--- config.mk ---
export PLATFORM = sky130hd
export DESIGN_NAME = blink_ctrl
export DESIGN_NICKNAME = d
export VERILOG_FILES = /design/src/rtl/blink_pkg.sv /design/src/rtl/blink_led_bounce.sv /design/src/rtl/blink_ctrl.sv
export SDC_FILE = /design/constraint.sdc
export NUM_CORES = 1
export LEC_CHECK = 0
export ABC_AREA = 1
export BUFFER_PORTS_ARGS = -buffer_cell sky130_fd_sc_hd__clkbuf_2
export CORE_ASPECT_RATIO = 0.8
export CORE_MARGIN = 2
export CORE_UTILIZATION = 60
export DETAILED_ROUTE_END_ITERATION = 7
export PLACE_DENSITY_LB_ADDON = 0.05
export SLEW_MARGIN = 20
export SYNTH_ARGS = -nofsm -noshare
export SYNTH_HDL_FRONTEND = slang
export SYNTH_HIERARCHICAL = 1
export SYNTH_SLANG_ARGS = --single-unit
--- constraint.sdc ---
create_clock -name CLOCK -period 2.55 [get_ports CLOCK]
set_input_delay 0.1275 -clock CLOCK [delete_from_list [all_inputs] [get_ports CLOCK]]
set_output_delay 0.1275 -clock CLOCK [all_outputs]
set_load 0.01 [all_outputs]
--- src/rtl/blink_pkg.sv ---
// blink_pkg: shared mode constant, bounce direction type and half-period helper for blink_ctrl.
package blink_pkg;
  localparam int unsigned MODE_OFF = 0;
  typedef enum logic {DIR_UP, DIR_DOWN} dir_e;
  function automatic int unsigned half_period(input int unsigned div_max, input int unsigned k);
    int unsigned h;
    h = (k == 0) ? 0 : div_max >> (k - 1);
    return (h == 0) ? 1 : h;
  endfunction
endpackage

--- src/rtl/blink_led_bounce.sv ---
// led_bounce: one-hot ping-pong LED shifter; clear wins over load, load over step.
module led_bounce
  import blink_pkg::*;
#(
  parameter int LD_W = 16
) (
  input  logic            clk,
  input  logic            rst,
  input  logic            step,
  input  logic            load,
  input  logic            clear,
  output logic [LD_W-1:0] LD
);
  logic [LD_W-1:0] ld_q, ld_d;
  dir_e            dir_q, dir_d;
  logic            go_up;
  always_comb begin
    go_up = (dir_q == DIR_UP) ? !ld_q[LD_W-1] : ld_q[0];
    ld_d  = clear ? '0 : load ? LD_W'(1) : step ? (go_up ? ld_q << 1 : ld_q >> 1) : ld_q;
    dir_d = (clear || load) ? DIR_UP : step ? (go_up ? DIR_UP : DIR_DOWN) : dir_q;
  end
  always_ff @(posedge clk or posedge rst) begin
    if (rst) begin
      ld_q  <= '0;
      dir_q <= DIR_UP;
    end else begin
      ld_q  <= ld_d;
      dir_q <= dir_d;
    end
  end
  assign LD = ld_q;
endmodule

--- src/rtl/blink_ctrl.sv ---
// blink_ctrl: switch-selected blink clock divider with ping-pong LED pattern.
// Define BLINK_CTRL_DEBOUNCE_EN to require DEB_CYCLES of stable switch input before a mode is accepted.
module blink_ctrl
  import blink_pkg::*;
#(
  parameter int SW_W       = 2,
  parameter int LD_W       = 16,
  parameter int DIV_MAX    = 1000,
  parameter int CNT_W      = 24,
  parameter int DEB_CYCLES = 16
) (
  input  logic            CLOCK,
  input  logic            RESET,
  input  logic [SW_W-1:0] SW,
  output logic            mode_clock,
  output logic            tick,
  output logic [LD_W-1:0] LD,
  output logic [SW_W-1:0] mode
);
  localparam logic [SW_W-1:0] OFF = SW_W'(MODE_OFF);
  if (DEB_CYCLES < 1 || LD_W < 2 || 64'(DIV_MAX) >= (64'(1) << CNT_W)) begin : g_bad_param
    $error("blink_ctrl: illegal parameter combination");
  end
  logic [SW_W-1:0]  sync1_q, mode_q, mode_nx;
  logic [CNT_W-1:0] cnt_q, cnt_d, h_cur;
  logic             mclk_q, mclk_d, tick_q, chg, wrap;
`ifdef BLINK_CTRL_DEBOUNCE_EN
  localparam int DW = $clog2(DEB_CYCLES + 1);
  logic [SW_W-1:0] sync2_q;
  logic [DW-1:0]   deb_q, deb_d;
  always_comb begin
    deb_d   = (sync1_q != sync2_q) ? '0 : (deb_q == DW'(DEB_CYCLES - 1)) ? deb_q : deb_q + 1'b1;
    mode_nx = (sync1_q == sync2_q && deb_q == DW'(DEB_CYCLES - 1)) ? sync2_q : mode_q;
  end
  always_ff @(posedge CLOCK or posedge RESET) begin
    if (RESET) begin
      sync2_q <= '0;
      deb_q   <= '0;
    end else begin
      sync2_q <= sync1_q;
      deb_q   <= deb_d;
    end
  end
`else
  // mode_q doubles as the second synchronizer flop
  assign mode_nx = sync1_q;
`endif
  always_comb begin
    h_cur  = CNT_W'(half_period(DIV_MAX, 32'(mode_q)));
    chg    = mode_nx != mode_q;
    wrap   = (mode_q != OFF) && !chg && (cnt_q == h_cur - 1'b1);
    cnt_d  = (chg || mode_q == OFF || wrap) ? '0 : cnt_q + 1'b1;
    mclk_d = (mode_nx == OFF) ? 1'b0 : mclk_q ^ wrap;
  end
  always_ff @(posedge CLOCK or posedge RESET) begin
    if (RESET) begin
      sync1_q <= '0;
      mode_q  <= OFF;
      cnt_q   <= '0;
      mclk_q  <= 1'b0;
      tick_q  <= 1'b0;
    end else begin
      sync1_q <= SW;
      mode_q  <= mode_nx;
      cnt_q   <= cnt_d;
      mclk_q  <= mclk_d;
      tick_q  <= wrap;
    end
  end
  led_bounce #(.LD_W(LD_W)) u_led (
    .clk  (CLOCK),
    .rst  (RESET),
    .step (wrap && !mclk_q),
    .load (mode_q == OFF && mode_nx != OFF),
    .clear(mode_nx == OFF),
    .LD   (LD)
  );
  assign mode_clock = mclk_q;
  assign tick       = tick_q;
  assign mode       = mode_q;
endmodule

* Word-level counts from Yosys, hierarchy flattened
Index checks and enable logic that the tools add are counted.
Cells by class: shifts and indexed selects 1, $add $sub $neg 3, multiplexer cells 12, equal/unequal tests 2, reductions and logical operators 17, bitwise logic cells 1
Operator list (number):
- 16-bit two-way mux | 4
- 24-bit two-way mux | 2
- 32-bit logical NOT | 1
- 32-bit two-way mux | 1
- 10-bit by 32-bit right shift with 32-bit output, first input constant | 1
- 24-bit by 1-bit adder with 24-bit output, second input constant | 1
- 24-bit == test | 1
- 24-bit by 1-bit subtractor with 24-bit output, second input constant | 1
- 2-bit nonzero test | 3
- 1-bit two-way mux | 5
- 1-bit logical AND | 4
- 2-bit logical NOT | 2
- 1-bit logical NOT | 3
- 1-bit logical OR | 3
- 3-bit nonzero test | 1
- 2-bit by 1-bit subtractor with 3-bit output, second input constant | 1
- 2-bit inequality test | 1
- 1-bit bitwise XOR | 1
Storage, ports and cells: output and inout port bits 20, flip-flop bits (word level) 47

* Logic depth before layout (Yosys ltp)
Gate-level depths: netlist (run 1).
depth in word-level cells 12, mapped depth 17, depth with buffers taken out 16

* Modules after synthesis
Netlist (run 1), hierarchy kept.
By module, submodules not included:
- blink_ctrl | cells an instance 260, sequential area each 750.7 µm², area an instance 1886.8 µm², times used 1
- led_bounce | cells an instance 130, sequential area each 425.4 µm², area an instance 938.4 µm², times used 1

* Least setup slack after synthesis (run 1)
Ideal clock, no wire load.
kind flip-flop to flip-flop, start register mode_q[0], in the netlist mode[0], end register u_led.ld_q[13], in the netlist u_led/LD[13], slack 0.388 ns, arrival time 2.045 ns, buffers on the path 1, stages on the path, launching flop included 18, library setup time 0.117 ns, required time 2.433 ns, cells stage by stage dfrtp_1 > inv_1 > ha_1 > inv_1 > nand2_1 > nand2_1 > nor2_1 > nand2_1 > nor2_1 > nand2_1 > nor2_1 > ha_1 > inv_1 > nand2_2 > inv_2 > buf_4 > nand2_1 > nand2_1
Between the ends: cells in the longest elaborated chain, start to end 10, elaborated cells on any way between the ends 18
Ends and longest elaborated chain:
- start, declared | RTL line blink_ctrl.sv:24 | logic [SW_W-1:0] sync1_q, mode_q, mode_nx;
- start signal, assigned | RTL line blink_ctrl.sv:64 | mode_q <= mode_nx;
- 2-bit by 1-bit subtractor with 3-bit output | RTL line blink_pkg.sv:7 | h = (k == 0) ? 0 : div_max >> (k - 1);
- 10-bit by 32-bit right shift with 32-bit output | RTL line blink_pkg.sv:7
- 32-bit two-way mux | RTL line blink_pkg.sv:7
- 32-bit logical NOT | RTL line blink_pkg.sv:8 | return (h == 0) ? 1 : h;
- 24-bit two-way mux | RTL line blink_pkg.sv:8
- 24-bit by 1-bit subtractor with 24-bit output | RTL line blink_ctrl.sv:51 | wrap = (mode_q != OFF) && !chg && (cnt_q == h_cur - 1'b1);
- 24-bit == test | RTL line blink_ctrl.sv:51
- 1-bit logical AND * | RTL line blink_ctrl.sv:51
- net wrap | RTL line blink_ctrl.sv:26 | logic mclk_q, mclk_d, tick_q, chg, wrap;
- 1-bit logical AND * | RTL line blink_ctrl.sv:73 | .step (wrap && !mclk_q),
- 3-bit nonzero test (no source line) *
- end signal, assigned | RTL line blink_led_bounce.sv:27 | ld_q <= ld_d;
- end, declared | RTL line blink_led_bounce.sv:14 | logic [LD_W-1:0] ld_q, ld_d;
The timed path passes the listed nets; every way through them passes the cells marked *. A chain may end at the register's enable or synchronous reset.

* Worst setup path after layout (run 1)
start register mode_q[1], in the netlist mode[1], end register u_led.ld_q[4], in the netlist u_led/LD[4]
The elaborated chain is that of the path after synthesis.

==> impl_metrics.csv, run 1 <==
group,metric,value,unit
floorplan,start_util,61.8,%
critical_path,start_kind,"flop",
clock_tree,clkTransAtPathRegs,0.09,ns
clock_tree,clockBufferDepth,2,
critical_path,crit_chain,"inv_1 -> ha_1 -> inv_1 -> nand2_1 -> nand2_1 -> nor2_1 -> nand2_1 -> nor2_1 -> nand2_1 -> nor2_1 -> ha_1 -> inv_1 -> nand2_2 -> inv_2 -> nand2_1 -> nand2_1",
timing,max_freq,444,MHz
timing,holdWs,0.445,ns
clock_tree,tritoncts,"yes",
logic_synthesis,ys_types,26,
logic_synthesis,syn_inst,390,
cells_and_area,drive_gt1_share,15.0,%
clock_tree,clkSinkCount,47,
logic_synthesis,yosysSeqAreaShare,41.6,%
drt,drt-wirelength-per-cell,12.1,microns
clock_tree,cts_buffers,5,
cells_and_area,nNetsFinal,429,
logic_synthesis,syn_area_per_cell,7.24,sq um
logic_synthesis,syn_nets,401,
global_route,grt_usage,25.0,%
timing,finalCritPeriodShare,88.3,%
hold_path,hp-start,"mode_nx[1]",
placed_design,gp_congestion,0.856,
placed_design,dp.cells,467,
power,powerDensity,479,nW/um^2
critical_path,required,2.75,ns
critical_path,crit_arrival,2.45,ns
critical_path,crit_fanout,14,
power,p_leak,1.58,nW
critical_path,path_common_cell,"nand2_1",
drt,antenna_left,0,
critical_path,worst-path-stages,16,
clock_tree,h-tree-depth,2,
global_route,antenna_found_initial,0,
global_route,grt_pass1_vias,2259,
drt,viasPerCell,4.95,
power,p_int,1.17,mW
floorplan,dieArea,5280,sq um
timing,min_period,2.25,ns
placed_design,dp_hpwl,4250,microns
floorplan,core_area,4570,sq um
critical_path,slowest_stage,"dfrtp_2",
critical_path,end_kind,"flop",
critical_path,reg2reg_from,"mode[1]",
cells_and_area,syn2layout_area_growth,10.9,%
timing,rsz0062_at_grt,"false",
power,finalPower,1.50,mW
drt,drt_iter0_markers,167,
hold_path,holdCritPathClass,"reg2reg",
floorplan,die_h,65.4,microns
floorplan,ios,24,
floorplan,die_x,80.7,microns
placed_design,port_buffers,23,
timing,setup_viol,0,
cells_and_area,finalInstanceArea,3130,sq um
power,clkPwrFrac,43.4,%
critical_path,critical_path.max_stage_delay,0.41,ns
power,p_switching,0.331,mW
drt,vias,2373,
global_route,grt_max_degree,31,
global_route,grt_pass1_wl,10100,microns
power,p_comb_share,6.0,%
drt,drt_pass1_iterations,4,
cells_and_area,fillers,398,
power,netSwitchingFraction,22.0,%
critical_path,crit_family,"simple AND/OR/NAND/NOR gates",
status,status,"completed",
timing,clock_skew,0.00736,ns
cells_and_area,fin_cells,479,
placed_design,dpl-instance-area,2960,sq um
hold_path,holdPathEnd,"mode[1]",
global_route,grt_overflow,0,
critical_path,crit_type,"reg2reg",
hold_path,holdPathStages,0,
timing,max-slew-margin-rel,56.6,%
critical_path,r2r_end,"u_led/LD[4]",
timing,setup-tns-final,0,ns
critical_path,critPathBufInv,4,
logic_synthesis,yosysWarnings,6,
clock_tree,worstSkewPairLatency,0.31,ns
power,pwr-share-seq,50.6,%
timing,tightest_slew,0.650,ns
cells_and_area,diodes,0,
drt,totalWireLength,5820,microns
critical_path,r2r_cells,16,
drt,remaining_drc_errors,0,
floorplan,rows,22,
flow_run,drv_cap,0,
logic_synthesis,synth_seq_cells,47,
critical_path,reg2reg_slack,0.30,ns
power,ir_drop,402,uV
timing,hold_violations,0,
timing,final-max-slew-violation-count,0,
logic_synthesis,synth_area,2830,sq um
clock_tree,cts_root_buf,"clkbuf_8",
==> kinds of logic (layout without fill, tap and decap cells) <==
family | count (synthesis) | after routing | synth area share [%]
adders and majority gates | 7 | 7 | 3.10
xor gates and xnor gates | 15 | 15 | 4.65
buffers and inverters | 59 | 88 | 9.21
DFF | 47 | 47 | 41.6
AOI/OAI and AO/OA | 8 | 8 | 1.77
and+or+nand+nor | 254 | 254 | 39.6
==> layout by cell type (no fill, tap or decap), drive strengths merged <==
cell,count
nor3,1
buf,2
o21ai,3
dlygate4sd3,3
xor2,11
o21bai,2
clkbuf,29
nand3b,1
nor2,74
ha,7
bufinv,2
a21oi,2
o22ai,1
nand4,2
xnor2,4
dfrtp,47
nand3,40
nand2,136
inv,52
==> power groups by stage <==
stage                     logic, mW  clock network (mW)  registers [mW]
after floorplan              0.0688                   0           0.774
after global placement       0.0846                   0           0.774
after detailed placement     0.0860                   0           0.775
after CTS                    0.0901               0.664           0.760
after global routing          0.105               0.698           0.761
final                        0.0897               0.652           0.759
==> flip-flops by register name, indices dropped and copies added (netlist names) <==
| name | count |
|---|---|
| u_led/LD | 16 |
| mode_nx | 2 |
| mode_clock | 1 |
| u_led/dir_q | 1 |
| mode | 2 |
| cnt_q | 24 |
| tick | 1 |
==> worst max path at each step <==
stage / start / end / slack [ns]
6_report: mode[1] / u_led/LD[4] / 0.30
5_1_grt: mode[0] / u_led/LD[6] / 0.03
4_1_cts: mode[1] / u_led/LD[15] / 0.23
3_5_place_dp: mode[1] / u_led/LD[15] / 0.25
3_3_place_gp: mode[0] / u_led/LD[10] / 0.38
2_1_floorplan: mode[0] / u_led/LD[13] / 0.39
==> metrics by stage <==
step / utilization (%) / setup slack [ns]
5_1_grt: 68.5 / 0.0324
6_report: 68.5 / 0.297
2_1_floorplan: - / 0.388
4_1_cts: 68.3 / 0.229
3_5_place_dp: 64.7 / 0.249
3_3_place_gp: 64.7 / 0.376
==> worst reg2reg max path: cells and delay by family (launching register included) <==
kind / cells / cell delay, ns
buffers and inverters: 4 / 0.37
and+or+nand+nor: 10 / 0.82
adders and majority gates: 2 / 0.54
DFF: 1 / 0.41
==> Yosys cell counts (all sizes together) <==
cell    count  area share (%)
xor2       11             3.4
ha          7             3.1
nor3        1            0.18
buf         7             2.3
o22ai       1            0.22
nand3b      1            0.27
inv        52             6.9
o21ai       3            0.66
o21bai      2            0.53
a21oi       2            0.35
dfrtp      47              42
nand3      40             7.4
nand4       2            0.44
nand2     136              20
xnor2       4             1.2
nor2       74              12
==> timing repair <==
| item | 4_1_cts | 5_1_grt |
|---|---|---|
| hold endpoints to repair | 49 | 0 |
| buffers inserted | 0 | 1 |
| resized for setup | 0 | 3 |
| hold buffers | 3 | 0 |
| setup endpoints to repair | 0 | 8 |
==> routing by layer <==
layer | routed length (microns) | part of all wire (%) | track usage (%)
met1 | 2940 | 51 | 37.3
met2 | 2510 | 43 | 36.9
met3 | 297 | 5.1 | 4.12
met4 | 60 | 1.0 | 8.26
met5 | 0 | 0 | 0
==> layout make-up <==
cell class | instances | area [sq um] | share of cell area, %
clock inverters | 2 | 60.1 | 1.92
well taps | 60 | 75.1 | 2.40
inverters | 52 | 198 | 6.31
flip-flops and latches | 47 | 1180 | 37.6
multi-input cells | 284 | 1390 | 44.3
clock buffers | 6 | 72.6 | 2.32
repair buffers | 28 | 160 | 5.11
Power figures use the tool's default switching activity.
==> run 2, diff against run 1 <==
--- a/config.mk
+++ b/config.mk
@@ -11,7 +11,7 @@
 export CORE_MARGIN = 2
 export CORE_UTILIZATION = 60
 export DETAILED_ROUTE_END_ITERATION = 7
-export PLACE_DENSITY_LB_ADDON = 0.05
+export PLACE_DENSITY = 0.9
 export SLEW_MARGIN = 20
 export SYNTH_ARGS = -nofsm -noshare
 export SYNTH_HDL_FRONTEND = slang
==> impl_metrics.csv, run 2 (synthesis gave the netlist of run 1 again) <==
group,metric,value,unit
status,status,"completed",
cells_and_area,fillers,392,
drt,drt-wirelength-per-cell,12.1,microns
floorplan,dieArea,5280,sq um
critical_path,critical_path.max_stage_delay,0.43,ns
floorplan,ios,24,
critical_path,crit_arrival,2.49,ns
placed_design,port_buffers,23,
drt,antenna_left,0,
timing,rsz0062_at_grt,"false",
power,ir_drop,299,uV
drt,drt_iter0_markers,255,
cells_and_area,largest_register,"cnt_q",
clock_tree,tritoncts,"yes",
clock_tree,postCtsSetupRepairBufs,0,
clock_tree,clkSinkCount,47,
critical_path,r2r_end,"u_led/LD[2]",
drt,wl_met3,260,microns
clock_tree,clkTransAtPathRegs,0.09,ns
critical_path,critPathBufInv,4,
timing,clock_skew,0.00999,ns
global_route,antenna_found_initial,0,
critical_path,crit_type,"reg2reg",
flow_run,drv_cap,0,
floorplan,die_x,80.7,microns
cells_and_area,nNetsFinal,428,
critical_path,crit_fanout,14,
critical_path,r2r_cells,16,
drt,drt_pass1_iterations,4,
cells_and_area,fin_cells,478,
hold_path,holdCritPathClass,"in2async",
global_route,grt_usage,24.5,%
power,powerDensity,422,nW/um^2
drt,vias,2447,
power,p_leak,1.55,nW
critical_path,crit_chain,"inv_1 -> ha_1 -> inv_1 -> nand2_1 -> nand2_1 -> nor2_1 -> nand2_1 -> nor2_1 -> nand2_1 -> nor2_1 -> ha_1 -> inv_1 -> nand2_2 -> inv_2 -> nand2_1 -> nand2_1",
drt,dr.max_layer_used,"met4",
global_route,grt_pass1_wl,10000,microns
drt,viasPerCell,5.12,
cells_and_area,multi_input_area,1390,sq um
critical_path,end_kind,"flop",
critical_path,path_common_cell,"nand2_1",
floorplan,rows,22,
timing,final-max-slew-violation-count,0,
cells_and_area,final_common_cell,"nand2_1",
timing,finalCritPeriodShare,89.9,%
clock_tree,cts_root_buf,"clkbuf_8",
critical_path,reg2reg_from,"mode[1]",
placed_design,gp_congestion,0.888,
cells_and_area,syn2layout_area_growth,8.90,%
cells_and_area,layout_common_cells,"nand2_1 (125), nor2_1 (66), dfrtp_1 (46), inv_1 (44), nand3_1 (38)",
cells_and_area,register_area,1180,sq um
critical_path,start_kind,"flop",
timing,tightest_slew,0.642,ns
clock_tree,worstSkewPairLatency,0.31,ns
floorplan,core_area,4570,sq um
clock_tree,clockBufferDepth,2,
cells_and_area,diodes,0,
placed_design,dp.cells,467,
timing,setup_viol,0,
global_route,grt_overflow,0,
clock_tree,h-tree-depth,2,
placed_design,dp_hpwl,4130,microns
clock_tree,cts_buffers,5,
cells_and_area,largest_reg_flops,24,
timing,max_freq,436,MHz
global_route,grt_max_degree,31,
power,finalPower,1.30,mW
global_route,grt_pass1_vias,2297,
critical_path,crit_family,"simple AND/OR/NAND/NOR gates",
drt,wl_met2,2610,microns
drt,remaining_drc_errors,0,
timing,max-slew-margin-rel,57.2,%
critical_path,required,2.75,ns
drt,totalWireLength,5790,microns
timing,min_period,2.29,ns
critical_path,reg2reg_slack,0.26,ns
critical_path,slowest_stage,"dfrtp_1",
timing,setup-tns-final,0,ns
floorplan,die_h,65.4,microns
floorplan,start_util,61.8,%
drt,wl_met1,2860,microns
cells_and_area,drive_gt1_share,14.8,%
timing,hold_violations,0,
[run 2: worst max path at each step]
stage | endpoint | start | depth (start not counted)
4_1_cts | u_led/LD[8] | mode[0] | 15
3_3_place_gp | u_led/LD[13] | mode[0] | 16
6_report | u_led/LD[2] | mode[1] | 16
3_5_place_dp | u_led/LD[8] | mode[0] | 15
5_1_grt | u_led/LD[8] | mode[1] | 16
2_1_floorplan | u_led/LD[13] | mode[0] | 17
[run 2: worst register-to-register path: cells and delay by family, from the launching register on]
kind	cells	cell delay [ns]
buf+inv	4	0.38
flops	1	0.43
simple gates	10	0.83
fa+ha+maj	2	0.55
[run 2: area by class of cell]
cell class	instances	area share, %
clock buffers	6	2.36
clock inverters	2	0.407
inverters	52	6.43
multi-input cells	284	45.1
flip-flops and latches	47	38.3
well taps	60	2.44
repair buffers	27	4.96
[run 2: power by group]
group          internal, mW  switching (mW)
sequential            0.751         0.00889
combinational        0.0265          0.0620
clock                 0.192           0.257
total                 0.970           0.328
[run 2: layer usage]
metal	track usage, %	up-vias
li1	-	1239
met1	33.9	1137
met2	37.9	64
met3	6.73	7
met4	6.99	0
met5	0	-
[run 2: through the flow]
stage	instance area (sq um)	worst slack (ns)	hold slack [ns]	util, %
after global routing	3080	0.0365	0.451	67.3
after global placement	2960	0.395	0.217	64.7
after floorplan	2830	0.388	0.0536	-
after detailed placement	2960	0.277	0.226	64.7
final	3080	0.258	0.425	67.3
after CTS	3070	0.263	0.431	67.3
[run 2: what timing repair did]
action / 4_1_cts / 5_1_grt
gates resized for setup: 0 / 2
setup endpoints to repair: 0 / 4
endpoints found under the hold margin: 49 / 0
hold buffers: 3 / 0
==> run 3, diff against run 2 <==
--- a/config.mk
+++ b/config.mk
@@ -12,6 +12,7 @@
 export CORE_UTILIZATION = 60
 export DETAILED_ROUTE_END_ITERATION = 7
 export PLACE_DENSITY = 0.9
+export SETUP_SLACK_MARGIN = 0.5
 export SLEW_MARGIN = 20
 export SYNTH_ARGS = -nofsm -noshare
 export SYNTH_HDL_FRONTEND = slang
==> impl_metrics.csv, run 3 (synthesis gave the netlist of run 1 again) <==
group,metric,value,unit
global_route,grt_max_degree,31,
cells_and_area,layout_common_cells,"nand2_1 (119), nor2_1 (62), dfrtp_1 (45), inv_1 (40), nand3_1 (33)",
global_route,grt_use_met2,39.8,%
power,powerDensity,404,nW/um^2
critical_path,r2r_end,"u_led/LD[14]",
power,netSwitchingFraction,26.3,%
power,pwr-share-seq,57.1,%
timing,max_freq,455,MHz
hold_path,holdPathEnd,"mode[1]",
drt,vias,2616,
cells_and_area,register_area,1180,sq um
floorplan,die_h,65.4,microns
floorplan,dieArea,5280,sq um
clock_tree,tritoncts,"yes",
critical_path,required,2.74,ns
global_route,use_met1,35.1,%
drt,remaining_drc_errors,0,
clock_tree,clkTransAtPathRegs,0.09,ns
cells_and_area,diodes,0,
critical_path,crit_arrival,2.39,ns
critical_path,crit_family,"simple AND/OR/NAND/NOR gates",
power,p_leak,1.60,nW
critical_path,reg2reg_slack,0.35,ns
critical_path,crit_fanout,5,
drt,totalWireLength,6850,microns
global_route,grt_overflow,0,
floorplan,core_area,4570,sq um
power,p_int,0.981,mW
cells_and_area,multi_input_area,1520,sq um
timing,min_period,2.20,ns
drt,viasPerCell,5.38,
placed_design,port_buffers,23,
floorplan,die_x,80.7,microns
global_route,grt_pass1_vias,2296,
clock_tree,cts_buffers,5,
timing,clock_skew,0.00936,ns
drt,drt_pass1_iterations,5,
status,status,"completed",
floorplan,start_util,61.8,%
placed_design,gp_congestion,0.904,
clock_tree,cts_root_buf,"clkbuf_8",
timing,setup-tns-final,0,ns
critical_path,critPathBufInv,3,
critical_path,crit_chain,"buf_4 -> ha_1 -> inv_1 -> nand2_1 -> nand3_1 -> nand2_1 -> nor2_2 -> nand2_2 -> nor2_4 -> ha_4 -> inv_4 -> nand2_8 -> nor2_1 -> nor2_1 -> nand2_1",
cells_and_area,finalCoreUtilization,72.2,%
clock_tree,worstSkewPairLatency,0.30,ns
timing,setup_viol,0,
timing,finalCritPeriodShare,86.2,%
timing,tightest_slew,0.647,ns
critical_path,critical_path.max_stage_delay,0.44,ns
cells_and_area,fillers,366,
hold_path,hp-start,"mode_nx[1]",
global_route,antenna_found_initial,0,
global_route,use_met3,5.49,%
drt,drt_iter0_markers,228,
flow_run,drv_cap,0,
critical_path,crit_type,"reg2reg",
power,ir_drop,322,uV
floorplan,rows,22,
critical_path,reg2reg_from,"mode[1]",
cells_and_area,final_common_cell,"nand2_1",
critical_path,end_kind,"flop",
floorplan,ios,24,
clock_tree,h-tree-depth,2,
drt,drt-wirelength-per-cell,14.1,microns
cells_and_area,syn2layout_area_growth,16.7,%
power,finalPower,1.33,mW
placed_design,dp_hpwl,4280,microns
clock_tree,clockBufferDepth,2,
power,clkPwrFrac,33.8,%
critical_path,path_common_cell,"nand2_1",
cells_and_area,largest_register,"cnt_q",
global_route,grt_pass1_wl,10200,microns
cells_and_area,largest_reg_flops,24,
clock_tree,clkSinkCount,47,
critical_path,slowest_stage,"dfrtp_2",
drt,antenna_left,0,
power,p_comb_share,9.0,%
hold_path,holdPathStages,0,
hold_path,holdCritPathClass,"reg2reg",
cells_and_area,nNetsFinal,436,
critical_path,start_kind,"flop",
global_route,grt_usage,25.1,%
power,p_switching,0.350,mW
timing,hold_violations,0,
timing,final-max-slew-violation-count,0,
timing,max-slew-margin-rel,56.8,%
cells_and_area,drive_gt1_share,22.5,%
critical_path,r2r_cells,15,
timing,rsz0062_at_grt,"true",
global_route,busiest_layer,"met2",
## run 3: cell types whose count changed in the layout (fill, tap and decap cells not counted), moves of 4 or more
cell / change
nor2_1: -4
ha_1: -4
nand3_1: -5
nand2_1: -6
inv_1: -4
buf_4: +6
nand3_2: +5
## run 3: timing repair
| action | CTS | global route |
|---|---|---|
| hold buffers | 3 | 0 |
| cloned | 1 | 1 |
| endpoints found under the setup margin | 16 | 41 |
| gates resized for setup | 7 | 36 |
| hold endpoints to repair | 49 | 0 |
| setup buffers | 4 | 2 |
| pin swaps | 7 | 8 |
## run 3: worst max-delay path by stage
stage,from,end,cells past startpoint
2_1_floorplan,mode[0],u_led/LD[13],17
6_report,mode[1],u_led/LD[14],15
3_5_place_dp,mode[1],u_led/LD[13],16
3_3_place_gp,mode[1],u_led/LD[15],15
4_1_cts,mode[0],u_led/LD[14],16
5_1_grt,mode[0],u_led/LD[14],16
## run 3: final cells by class
cell class | count | area share (%)
Clock buffer | 5 | 2.09
Tap cell | 60 | 2.28
Clock inverter | 3 | 0.607
Sequential cell | 47 | 35.7
Multi-Input combinational cell | 284 | 46.0
Timing Repair Buffer | 33 | 6.00
Timing Repair inverter | 2 | 0.607
Inverter | 52 | 6.68
## run 3: worst reg2reg max path, cell delays in order, from the launching register on
cell and delay, ns:
dfrtp_2 0.44, buf_4 0.15, ha_1 0.17, inv_1 0.06
nand2_1 0.08, nand3_1 0.10, nand2_1 0.08, nor2_2 0.16
nand2_2 0.11, nor2_4 0.14, ha_4 0.20, inv_4 0.06
nand2_8 0.10, nor2_1 0.07, nor2_1 0.12, nand2_1 0.06
## run 3: power by group through the flow
stage,sequential (mW),combinational (mW),clock (mW)
after floorplan,0.774,0.0711,0
after global placement,0.774,0.0857,0
after detailed placement,0.775,0.0882,0
after CTS,0.760,0.102,0.460
after global routing,0.761,0.134,0.483
final,0.760,0.120,0.451
## run 3: through the flow
stage | setup WS [ns] | instance area, sq um | hold slack (ns) | cells
floorplan | 0.511 | 2840 | 0.0536 | 390
global placement | 0.527 | 2980 | 0.225 | 467
detailed placement | 0.390 | 2980 | 0.229 | 467
CTS | 0.505 | 3150 | 0.432 | 483
global route | 0.281 | 3300 | 0.444 | 486
finish | 0.351 | 3300 | 0.430 | 486
## run 3: layer usage
layer	share of wire, %	vias to the layer above
met1	43	1233
met4	1.7	0
met2	47	118
met3	7.7	14
li1	-	1251
met5	0	-
